## src/rtl/instr_loader.sv

```systemverilog
// Program loader: assembles UART byte pairs into 16-bit instruction words and
// writes them to instruction memory, holding the CPU until a clean end marker.
module instr_loader #(
    parameter int          ADDR_W   = 8,
    parameter logic [15:0] END_WORD = 16'hFFFF,
    parameter int          TIMEOUT  = 50000
) (
    input  logic              clk,
    input  logic              reset,
    input  logic              i_start,
    input  logic              i_rx_valid,
    input  logic [7:0]        i_rx_data,
    output logic              o_imem_we,
    output logic [ADDR_W-1:0] o_imem_addr,
    output logic [15:0]       o_imem_wdata,
    output logic              o_cpu_hold,
    output logic              o_busy,
    output logic              o_done,
    output logic              o_err,
    output logic [ADDR_W:0]   o_word_count
);

    localparam int GAP_W = (TIMEOUT < 2) ? 1 : $clog2(TIMEOUT + 1);
    localparam logic [ADDR_W:0] FULL = {1'b1, {ADDR_W{1'b0}}};

    typedef enum logic [2:0] {
        S_IDLE, S_WAIT_HI, S_WAIT_LO, S_WRITE, S_DONE, S_ERROR
    } state_t;

    state_t            state_q, state_d;
    logic [ADDR_W-1:0] addr_q, addr_d;
    logic [ADDR_W:0]   cnt_q, cnt_d;
    logic [7:0]        hi_q, hi_d;
    logic [GAP_W-1:0]  gap_q, gap_d;
    logic              we_q, we_d;
    logic [ADDR_W-1:0] waddr_q, waddr_d;
    logic [15:0]       wdata_q, wdata_d;
    logic              hold_q, hold_d;
    logic              busy_q, busy_d;
    logic              done_q, done_d;
    logic              err_q, err_d;
    logic [15:0]       word;

    always_comb begin
        state_d = state_q;
        addr_d  = addr_q;
        cnt_d   = cnt_q;
        hi_d    = hi_q;
        gap_d   = gap_q;
        we_d    = 1'b0;
        waddr_d = waddr_q;
        wdata_d = wdata_q;
        hold_d  = hold_q;
        busy_d  = busy_q;
        done_d  = done_q;
        err_d   = err_q;
        word    = {hi_q, i_rx_data};

        // A start pulse restarts from any state and drops any byte strobed with it
        if (i_start) begin
            state_d = S_WAIT_HI;
            addr_d  = '0;
            cnt_d   = '0;
            gap_d   = '0;
            hold_d  = 1'b1;
            busy_d  = 1'b1;
            done_d  = 1'b0;
            err_d   = 1'b0;
        end else begin
            case (state_q)
                S_WAIT_HI: begin
                    if (i_rx_valid) begin
                        hi_d    = i_rx_data;
                        gap_d   = '0;
                        state_d = S_WAIT_LO;
                    end
                end
                S_WAIT_LO: begin
                    if (i_rx_valid) begin
                        if (word == END_WORD) begin
                            state_d = S_DONE;
                            done_d  = 1'b1;
                            busy_d  = 1'b0;
                            hold_d  = 1'b0;
                        end else if (word[15:12] > 4'hA || cnt_q == FULL) begin
                            state_d = S_ERROR;
                            err_d   = 1'b1;
                            busy_d  = 1'b0;
                            hold_d  = 1'b1;
                        end else begin
                            state_d = S_WRITE;
                            we_d    = 1'b1;
                            waddr_d = addr_q;
                            wdata_d = word;
                        end
                    end else begin
                        gap_d = gap_q + GAP_W'(1);
                        if (gap_d == GAP_W'(TIMEOUT)) begin
                            state_d = S_ERROR;
                            err_d   = 1'b1;
                            busy_d  = 1'b0;
                            hold_d  = 1'b1;
                        end
                    end
                end
                S_WRITE: begin
                    addr_d = addr_q + ADDR_W'(1);
                    cnt_d  = (cnt_q == FULL) ? cnt_q : cnt_q + (ADDR_W+1)'(1);
                    // A byte arriving alongside the write pulse is the next high byte
                    if (i_rx_valid) begin
                        hi_d    = i_rx_data;
                        gap_d   = '0;
                        state_d = S_WAIT_LO;
                    end else begin
                        state_d = S_WAIT_HI;
                    end
                end
                default: ;
            endcase
        end
    end

    always_ff @(posedge clk or posedge reset) begin
        if (reset) begin
            state_q <= S_IDLE;
            addr_q  <= '0;
            cnt_q   <= '0;
            hi_q    <= '0;
            gap_q   <= '0;
            we_q    <= 1'b0;
            waddr_q <= '0;
            wdata_q <= '0;
            hold_q  <= 1'b0;
            busy_q  <= 1'b0;
            done_q  <= 1'b0;
            err_q   <= 1'b0;
        end else begin
            state_q <= state_d;
            addr_q  <= addr_d;
            cnt_q   <= cnt_d;
            hi_q    <= hi_d;
            gap_q   <= gap_d;
            we_q    <= we_d;
            waddr_q <= waddr_d;
            wdata_q <= wdata_d;
            hold_q  <= hold_d;
            busy_q  <= busy_d;
            done_q  <= done_d;
            err_q   <= err_d;
        end
    end

    assign o_imem_we    = we_q;
    assign o_imem_addr  = waddr_q;
    assign o_imem_wdata = wdata_q;
    assign o_cpu_hold   = hold_q;
    assign o_busy       = busy_q;
    assign o_done       = done_q;
    assign o_err        = err_q;
    assign o_word_count = cnt_q;

endmodule
```

## config.mk

```make
export PLATFORM = sky130hd
export DESIGN_NAME = instr_loader
export DESIGN_NICKNAME = d
export VERILOG_FILES = /design/src/rtl/instr_loader.sv
export SDC_FILE = /design/constraint.sdc
export NUM_CORES = 1
export LEC_CHECK = 0
export CORE_ASPECT_RATIO = 0.75
export CORE_UTILIZATION = 45
export CTS_CLUSTER_SIZE = 24
export DETAILED_ROUTE_END_ITERATION = 10
export DONT_BUFFER_PORTS = 1
export GPL_ROUTABILITY_DRIVEN = 0
export PLACE_DENSITY = 0.57
export SYNTH_ARGS = -nofsm -noshare
export SYNTH_HDL_FRONTEND = slang
export SYNTH_SLANG_ARGS = --single-unit
```

## constraint.sdc

```tcl
create_clock -name clk -period 6.2 [get_ports clk]
set_input_delay 0.93 -clock clk [delete_from_list [all_inputs] [get_ports clk]]
set_output_delay 0.93 -clock clk [all_outputs]
set_load 0.01 [all_outputs]
```

# After elaboration in Yosys (flattened, before gate mapping)
# Index checks and enable logic that the tools add are counted.
# word_totals
register_bits	73
in_bits	12
out_inout_bits	38
word_cells	92
# op_classes
addsub	3
n_lt_le_gt_ge	1
n_eq_ne	14
n_mux	42
n_bitwise	3
n_reduce_logical	17
# ops
op	n
$mux W16	3
$eq A16 B16 Y1 const B	2
$pmux W16 S2	1
$mux W9	3
$mux W1	25
$mux W3	6
$add A16 B1 Y16 const B	1
$mux W8	2
$reduce_and A3 Y1	5
$add A9 B1 Y9 const B	1
$eq A9 B9 Y1 const B	1
$ne A3 B3 Y1 const B	3
$pmux W3 S3	1
$add A8 B1 Y8 const B	1
$reduce_bool A2 Y1	4
$eq A3 B2 Y1 const B	2
$reduce_bool A3 Y1	2
$reduce_and A5 Y1	1
$gt A4 B4 Y1 const B	1
$ne A4 B2 Y1 const B	1
$ne A4 B4 Y1 const B	1
$reduce_and A4 Y1	1
$reduce_bool A4 Y1	1
$eq A3 B1 Y1 const B	1
other kinds (8)	10

# Logic depth before layout (Yosys ltp)
# Gate-level depths: netlist of the first run.
# depth
ltp_word	7
ltp_mapped	10
mapped_depth_nobuf	8

# Worst setup path before layout of the first run
# OpenSTA, ideal clock, no wires.
# synth_timing
path_kind	input -> register
from	in i_rx_valid
to	reg gap_q[2]
setup_time_ns	0.130
t_arrival_ns	2.101
t_required_ns	6.070
setup_slack_ns	3.969
stages	7
path_buffers	3
path_cell_list	clkbuf_1 > or3_1 > clkbuf_1 > clkbuf_1 > nor2_1 > o21ai_0 > o21ai_0
# synth_via
elab_chain_len	2
elab_cells_between_ends	3
classes_between	2 x eq/ne; 1 x reduce/logical
# synth_rtl
item	line	source
from (decl)	11	input logic i_rx_valid,
$ne A3 B3 Y1 (no source line) or $ne A3 B1 Y1 (tied branches)	-	
$reduce_and A3 Y1 (no source line) (*)	-	
to (signal assigned)	142	gap_q <= gap_d;
to (decl)	34	logic [GAP_W-1:0] gap_q, gap_d;
# Mark *: on every way between the ends. The rest lies on a longest branch, timed or not.
# A chain may end at the register's enable or synchronous reset.

# Worst setup path after layout of the first run
# layout_timing
from	reg gap_q[0]
to	reg state_q[1]
# layout_via
elab_chain_len	4
# layout_rtl
item	line	source
$add A16 B1 Y16	97	gap_d = gap_q + GAP_W'(1);
$eq A16 B16 Y1	98	if (gap_d == GAP_W'(TIMEOUT)) begin
$ne A4 B4 Y1 (no source line)	-	
$reduce_and A3 Y1 (no source line)	-	
to (signal assigned)	138	state_q <= state_d;
to (decl)	30	state_t state_q, state_d;
# No other way between the ends.

==> results of run 1 <==
## sequential cells by signal (all words and copies together) (netlist names)
name,cells
o_err,1
gap_q,16
o_imem_we,1
o_done,1
o_cpu_hold,1
hi_q,8
o_imem_addr,8
o_busy,1
o_imem_wdata,16
addr_q,8
state_q,3
o_word_count,9
## cell usage in the layout, fill, tap and decap left out, types with 8 or more instances in the layout
cell	instances
nand2_1	93
dfrtp_1	73
nor2_1	29
o21ai_0	23
nand3_1	12
xor2_1	12
a21oi_1	10
nand4_1	10
and2_1	9
mux2_2	9
clkbuf_8	9
o31ai_1	8
## area by class of cell
type | instances | share of cell area [%]
Timing Repair Buffer | 4 | 0.789
Multi-Input combinational cell | 277 | 42.1
Clock inverter | 7 | 1.84
Clock buffer | 9 | 3.26
Inverter | 7 | 0.691
Tap cell | 101 | 3.32
Sequential cell | 73 | 48.0
## metal layers
metal / wire, um / vias up
met5: 0 / -
met2: 3010 / 61
met1: 3870 / 1250
met4: 100 / 0
li1: - / 1285
met3: 409 / 9
## power by group through the flow
stage | logic [mW] | clock network [mW] | registers [mW]
2_1_floorplan | 0.165 | 0 | 0.675
3_3_place_gp | 0.194 | 0 | 0.699
3_5_place_dp | 0.199 | 0 | 0.701
4_1_cts | 0.200 | 0.381 | 0.693
5_1_grt | 0.232 | 0.398 | 0.708
6_report | 0.196 | 0.369 | 0.691
## tightest hold or removal path, stage by stage, from the launching register on
cell     delay [ns]
dfrtp_1        0.37
nand2_1        0.06
nand2_1        0.05
## worst max-delay path by stage
stage | from | endpoint | slack (ns)
floorplan | reset | addr_q[0] | 3.42
global placement | i_rx_data[2] | o_cpu_hold | 3.95
detailed placement | i_rx_valid | gap_q[10] | 3.90
CTS | gap_q[0] | state_q[1] | 3.90
global route | gap_q[0] | state_q[1] | 3.70
finish | gap_q[0] | state_q[1] | 3.86
## synth_stat cells, drive strengths merged (2+ instances only)
cell type  instances
inv                7
o41ai              2
nand4             10
and4               4
nand2b             5
a211oi             2
nand2             93
a21o               2
and3               3
or3                3
mux2i              3
a21oi             12
xor2              12
ha                 5
o21ai             23
nor3               3
nor2              29
and2              11
clkbuf            15
nor4b              2
nand3             13
nor4               3
mux2               9
dfrtp             73
buf                3
xnor2              5
o31ai              8
## logic make-up after synthesis
family          Yosys count  share of synthesized area [%]
simple gates            187                           25.7
fa+ha+maj                 5                           1.77
xor+xnor                 17                           4.22
mux                      12                           3.73
compound gates           56                           10.0
flops                    73                           51.8
buf+inv                  25                           2.80
## through the flow
step                      power (mW)  setup slack (ns)  utilization [%]  instance area [sq um]
final                           1.26              3.86             50.9                   3800
after global routing            1.34              3.70             50.9                   3800
after CTS                       1.27              3.90             50.9                   3800
after detailed placement       0.901              3.90             48.3                   3610
after global placement         0.894              3.95             48.3                   3610
after floorplan                0.840              3.42                -                   3530
==> reports/metrics.cfg, run 1 <==
[sta]
fmax_mhz = 427
rsz0062_at_grt = no
finClkSkew_ns = 0.0106
layout_worst_path_cycle_share_pct = 37.8
relSlewSlack_pct = 32.8
min_period_ns = 2.34
slew_viol_final = 0
hold_ws_ns = 0.498
worstMarginPinSlew_ns = 1.00
finalSetupViolations = 0
finalHoldViolCount = 0
fin_setup_tns_ns = 0

[drt]
firstDrtPassIters = 4
drtAntennaViolNets = 0
post-route-drc-count = 0
routed_via_density = 5.45
drt_iter0_markers = 144
wire_per_inst_um = 15.5
vias = 2605
wl_um = 7390

[min_path]
holdPathEnd = o_imem_wdata[9]
hold_class = reg -> reg
min_from = hi_q[1]
min_delay_path_depth = 2

[final_layout]
drive_gt1_share_pct = 10.1
multi_input_area_sq_mm = 0.00160
fillers = 674
ff_latch_area_sq_mm = 0.00183
n_antenna_cell = 0
instances_no_fill = 478
layout.nets = 389
areaGrowthSynthToFinish_pct = 7.88

[pwr]
p_leak_nw = 1.74
ir_worst_vdd_v = 0.000150
pwr-share-clk_pct = 29.3
comb_power_share_pct = 15.6
intPower_mw = 0.849
p_sw_share_pct = 32.5
seqPwrFrac_pct = 55.0
p_sw_mw = 0.408
powerDensity_mw_per_mm2 = 330

[yosys]
yosysTopAreaCell = dfrtp_1
ys_ff_latch = 73
syn_avg_cell_area_sq_um = 9.40
ys_warn_count = 0
netlist.area_leader.share_pct = 51.8
synth_ff_type = dfrtp_1
synthesis.nets = 392
yosysUniqueCellTypes = 51
netlist_area_sq_mm = 0.00353
syn-instance-count = 375
ys_seq_area_share_pct = 51.8
synth_edf_count = 0
synthTopCellsByArea = dfrtp_1, nand2_1, o21ai_0
async_reset_ff_share_pct = 100

[clock_network]
cts-root-buf = clkbuf_8
post-cts-setup-buffers = 0
clk_pin_slew_worst_paths_ns = 0.08
cts_buffers = 9
cts.sinks = 73
cts-hold-fix-buffers = 0
insertion_delay_ns = 0.34
h-tree-depth = 3
cts_resized = 0
cts_tree = done
cts_buffer_depth = 2

[critical_path]
critPathBufInv = 0
r2r-start = gap_q[0]
cp.depth = 7
cp.required_ns = 6.41
critical_path_peak_fanout = 7
critPathSlowestCell = dfrtp_1
reg2reg_setup_slack_ns = 3.86
startpoint_type = register
critical_path_class = reg -> reg
cpMostUsedCell = a21oi_2
end_kind = register
rr_worst_depth = 7
worstPathArrival_ns = 2.56
reg2reg_to = state_q[1]
cpPeakStageDelay_ns = 0.44
critical-path-top-delay-family = simple AND/OR/NAND/NOR gates
cp_cell_sequence = ha_1 -> and4_1 -> nand4_1 -> mux2_2 -> a21oi_2 -> a21oi_2 -> or3_1

[grt]
use_met2_pct = 29.1
grt_use_met3_pct = 5.65
grt_max_degree = 74
grt_pass1_vias = 2542
use_met1_pct = 29.1
grt_usage_pct = 20.1
grt_pass1_wl_um = 13000
grt_antenna_before_repair = 0
overflow = 0
busiest_layer = met2

[outcome]
outcome = completed

[run]
maxCapViolCount = 0

[floorplan]
start_util_pct = 47.2
rows = 27
boundaryPins = 50
die_w_um = 104
die_h_um = 78.7
coreArea_sq_mm = 0.00747
dieArea_sq_mm = 0.00820

[placed_design]
portBuffers = 0
dp_hpwl_um = 4960
numPlacedInstances = 462

No activity file was read; power rests on OpenSTA's default activity.
==> run 2: changes to the inputs <==
==> constraint.sdc (replaced) <==
create_clock -name clk -period 2.4 [get_ports clk]
set_input_delay 0.36 -clock clk [delete_from_list [all_inputs] [get_ports clk]]
set_output_delay 0.36 -clock clk [all_outputs]
set_load 0.01 [all_outputs]
==> run 2 against run 1 <==
  * Clock-buffer cell count increased by 2
  * Routed wire length rose by 2.5%
  * Register-to-register slack worse by 3.7 ns
  * Global-route usage up 0.39 points
  * Clock skew decreased by 0.0037 ns
  * Worst setup slack worse by 3.7 ns
  * Non-clock buffer count rose by 5
  * Combinational power grew to 2.7 times the previous value
  * Via count is 0.15% lower
  * Sequential power increased to 2.6 times the previous value
  * Final cell count increased by 1.0%
  * Die area did not move
  * Critical endpoint unchanged
==> reports/metrics.cfg, run 2 (synthesized netlist as in run 1, its figures left out) <==
[min_path]
hold_class = in -> reg

[placed_design]
dp_hpwl_um = 5130  ; +3.5%
portBuffers = 0  ; unchanged
dpl_cell_area_sq_mm = 0.00365  ; +1.2%

[clock_network]
h-tree-depth = 3  ; unchanged
clk_pin_slew_worst_paths_ns = 0.08  ; about the same
post-cts-setup-buffers = 0  ; unchanged
cts-root-buf = clkbuf_8
cts.sinks = 73  ; unchanged
cts_buffer_depth = 2  ; unchanged
cts_tree = done
insertion_delay_ns = 0.35  ; about the same
cts_buffers = 9  ; unchanged

[floorplan]
dieArea_sq_mm = 0.00820  ; unchanged
boundaryPins = 50  ; unchanged
start_util_pct = 47.2  ; unchanged
die_w_um = 104  ; unchanged
rows = 27  ; unchanged
coreArea_sq_mm = 0.00747  ; unchanged
die_h_um = 78.7  ; unchanged

[pwr]
powerDensity_mw_per_mm2 = 877  ; +170%
p_leak_nw = 1.79  ; +2.6%
ir_worst_vdd_v = 0.000463  ; +210%

[sta]
worstMarginPinSlew_ns = 0.698  ; -0.306 ns
layout_worst_path_cycle_share_pct = 93.2  ; +55 points
slew_viol_final = 0  ; unchanged
finalHoldViolCount = 0  ; unchanged
finClkSkew_ns = 0.00697  ; -0.00367 ns
min_period_ns = 2.24  ; -0.108 ns
relSlewSlack_pct = 53.5  ; +21 points
finalSetupViolations = 0  ; unchanged
fmax_mhz = 447  ; +4.8%
rsz0062_at_grt = no
fin_setup_tns_ns = 0  ; unchanged

[final_layout]
layout.nets = 394  ; +1.3%
areaGrowthSynthToFinish_pct = 10.4
n_antenna_cell = 0  ; unchanged
drive_gt1_share_pct = 11.3  ; +1.2 points
final_cell_mix = nand2_1, dfrtp_1, nor2_1
final_common_cell = nand2_1
final_area_sq_mm = 0.00389  ; +2.4%

[drt]
top_layer_used = met4
drt_iter0_markers = 136  ; -5.6%
vias = 2601  ; -0.15%
firstDrtPassIters = 4  ; unchanged
wire_per_inst_um = 15.7  ; +1.5%
post-route-drc-count = 0  ; unchanged
wl_met1_um = 4020  ; +3.7%
routed-wl-met3_um = 273  ; -33%
wl_um = 7580  ; +2.5%
wl_met2_um = 3200  ; +6.6%
drtAntennaViolNets = 0  ; unchanged
routed_via_density = 5.39  ; -1.2%

[critical_path]
critical_path_peak_fanout = 7  ; unchanged
startpoint_type = register
worstPathArrival_ns = 2.47  ; -0.09 ns
cp.required_ns = 2.63  ; -3.78 ns
end_kind = register
critical_path_class = reg -> reg

[grt]
grt_usage_pct = 20.5  ; +0.39 points
grt_antenna_before_repair = 0  ; unchanged
grt_max_degree = 34  ; -54%
overflow = 0  ; unchanged
grt_pass1_vias = 2603  ; +2.4%
grt_pass1_wl_um = 13100  ; +1.2%

[run]
maxCapViolCount = 0  ; unchanged

[outcome]
outcome = completed

-- run 2: final timing paths --
check	start	end	slack, ns	depth (start not counted)
worst max-delay path	gap_q[0]	state_q[1]	0.16	7
worst min-delay path	i_start	addr_q[1]	0.08	1
max in group asynchronous	reset	o_cpu_hold	1.18	3
min in group asynchronous	reset	addr_q[6]	0.49	2
worst max register to register	gap_q[0]	state_q[1]	0.16	7
worst min register to register	hi_q[2]	o_imem_wdata[10]	0.49	2
-- run 2: through the flow --
stage / setup WS [ns] / utilization [%] / std cells / hold slack [ns] / power, mW
2_1_floorplan: 0.187 / - / 375 / 0.446 / 2.17
3_3_place_gp: 0.204 / 48.9 / 466 / 0.294 / 2.32
3_5_place_dp: 0.106 / 48.9 / 466 / 0.293 / 2.35
4_1_cts: 0.0847 / 52.1 / 483 / 0.0504 / 3.46
5_1_grt: 0.0151 / 52.2 / 483 / 0.0512 / 3.61
6_report: 0.164 / 52.2 / 483 / 0.0760 / 3.42
-- run 2: worst max-delay path, cell delays in order (launching register included) --
cell and delay, ns:
dfrtp_1 0.44, ha_1 0.29, and4_4 0.29, nand4_1 0.14, mux2_2 0.33, a21oi_2 0.15, a21oi_2 0.10, or3_1 0.39
-- run 2: final cells by class --
cell class | instances | area (sq um)
clock buffer | 11 | 151
clock inverter | 5 | 77.6
fill | 715 | 3570
inverter | 7 | 26.3
multi-input combinational | 277 | 1600
sequential | 73 | 1830
tap | 101 | 126
timing repair buffer | 9 | 82.6
-- run 2: metal layers --
metal | GRT usage [%] | vias to the layer above
met5 | 0 | -
met4 | 6.43 | 0
met3 | 6.06 | 7
met2 | 30.7 | 46
met1 | 28.6 | 1265
li1 | - | 1283
-- run 2: power by group --
group / leakage [nW] / internal [mW] / switching [mW]
Clock: 0.115 / 0.639 / 0.461
Combinational: 0.698 / 0.242 / 0.290
Sequential: 0.973 / 1.49 / 0.298
Total: 1.79 / 2.37 / 1.05
-- run 2: repair_timing --
action                                  4_1_cts  5_1_grt
hold buffers                                  1        0
resized for setup                             0        2
endpoints found under the setup margin        0        3
hold endpoints to repair                     19        0
==> run 3: changes to the inputs <==
--- a/config.mk
+++ b/config.mk
@@ -5,6 +5,7 @@
 export SDC_FILE = /design/constraint.sdc
 export NUM_CORES = 1
 export LEC_CHECK = 0
+export CAP_MARGIN = 30
 export CORE_ASPECT_RATIO = 0.75
 export CORE_UTILIZATION = 45
 export CTS_CLUSTER_SIZE = 24
==> results of run 3 <==
Final layout, timing and power as in run 2 (identical DEF).
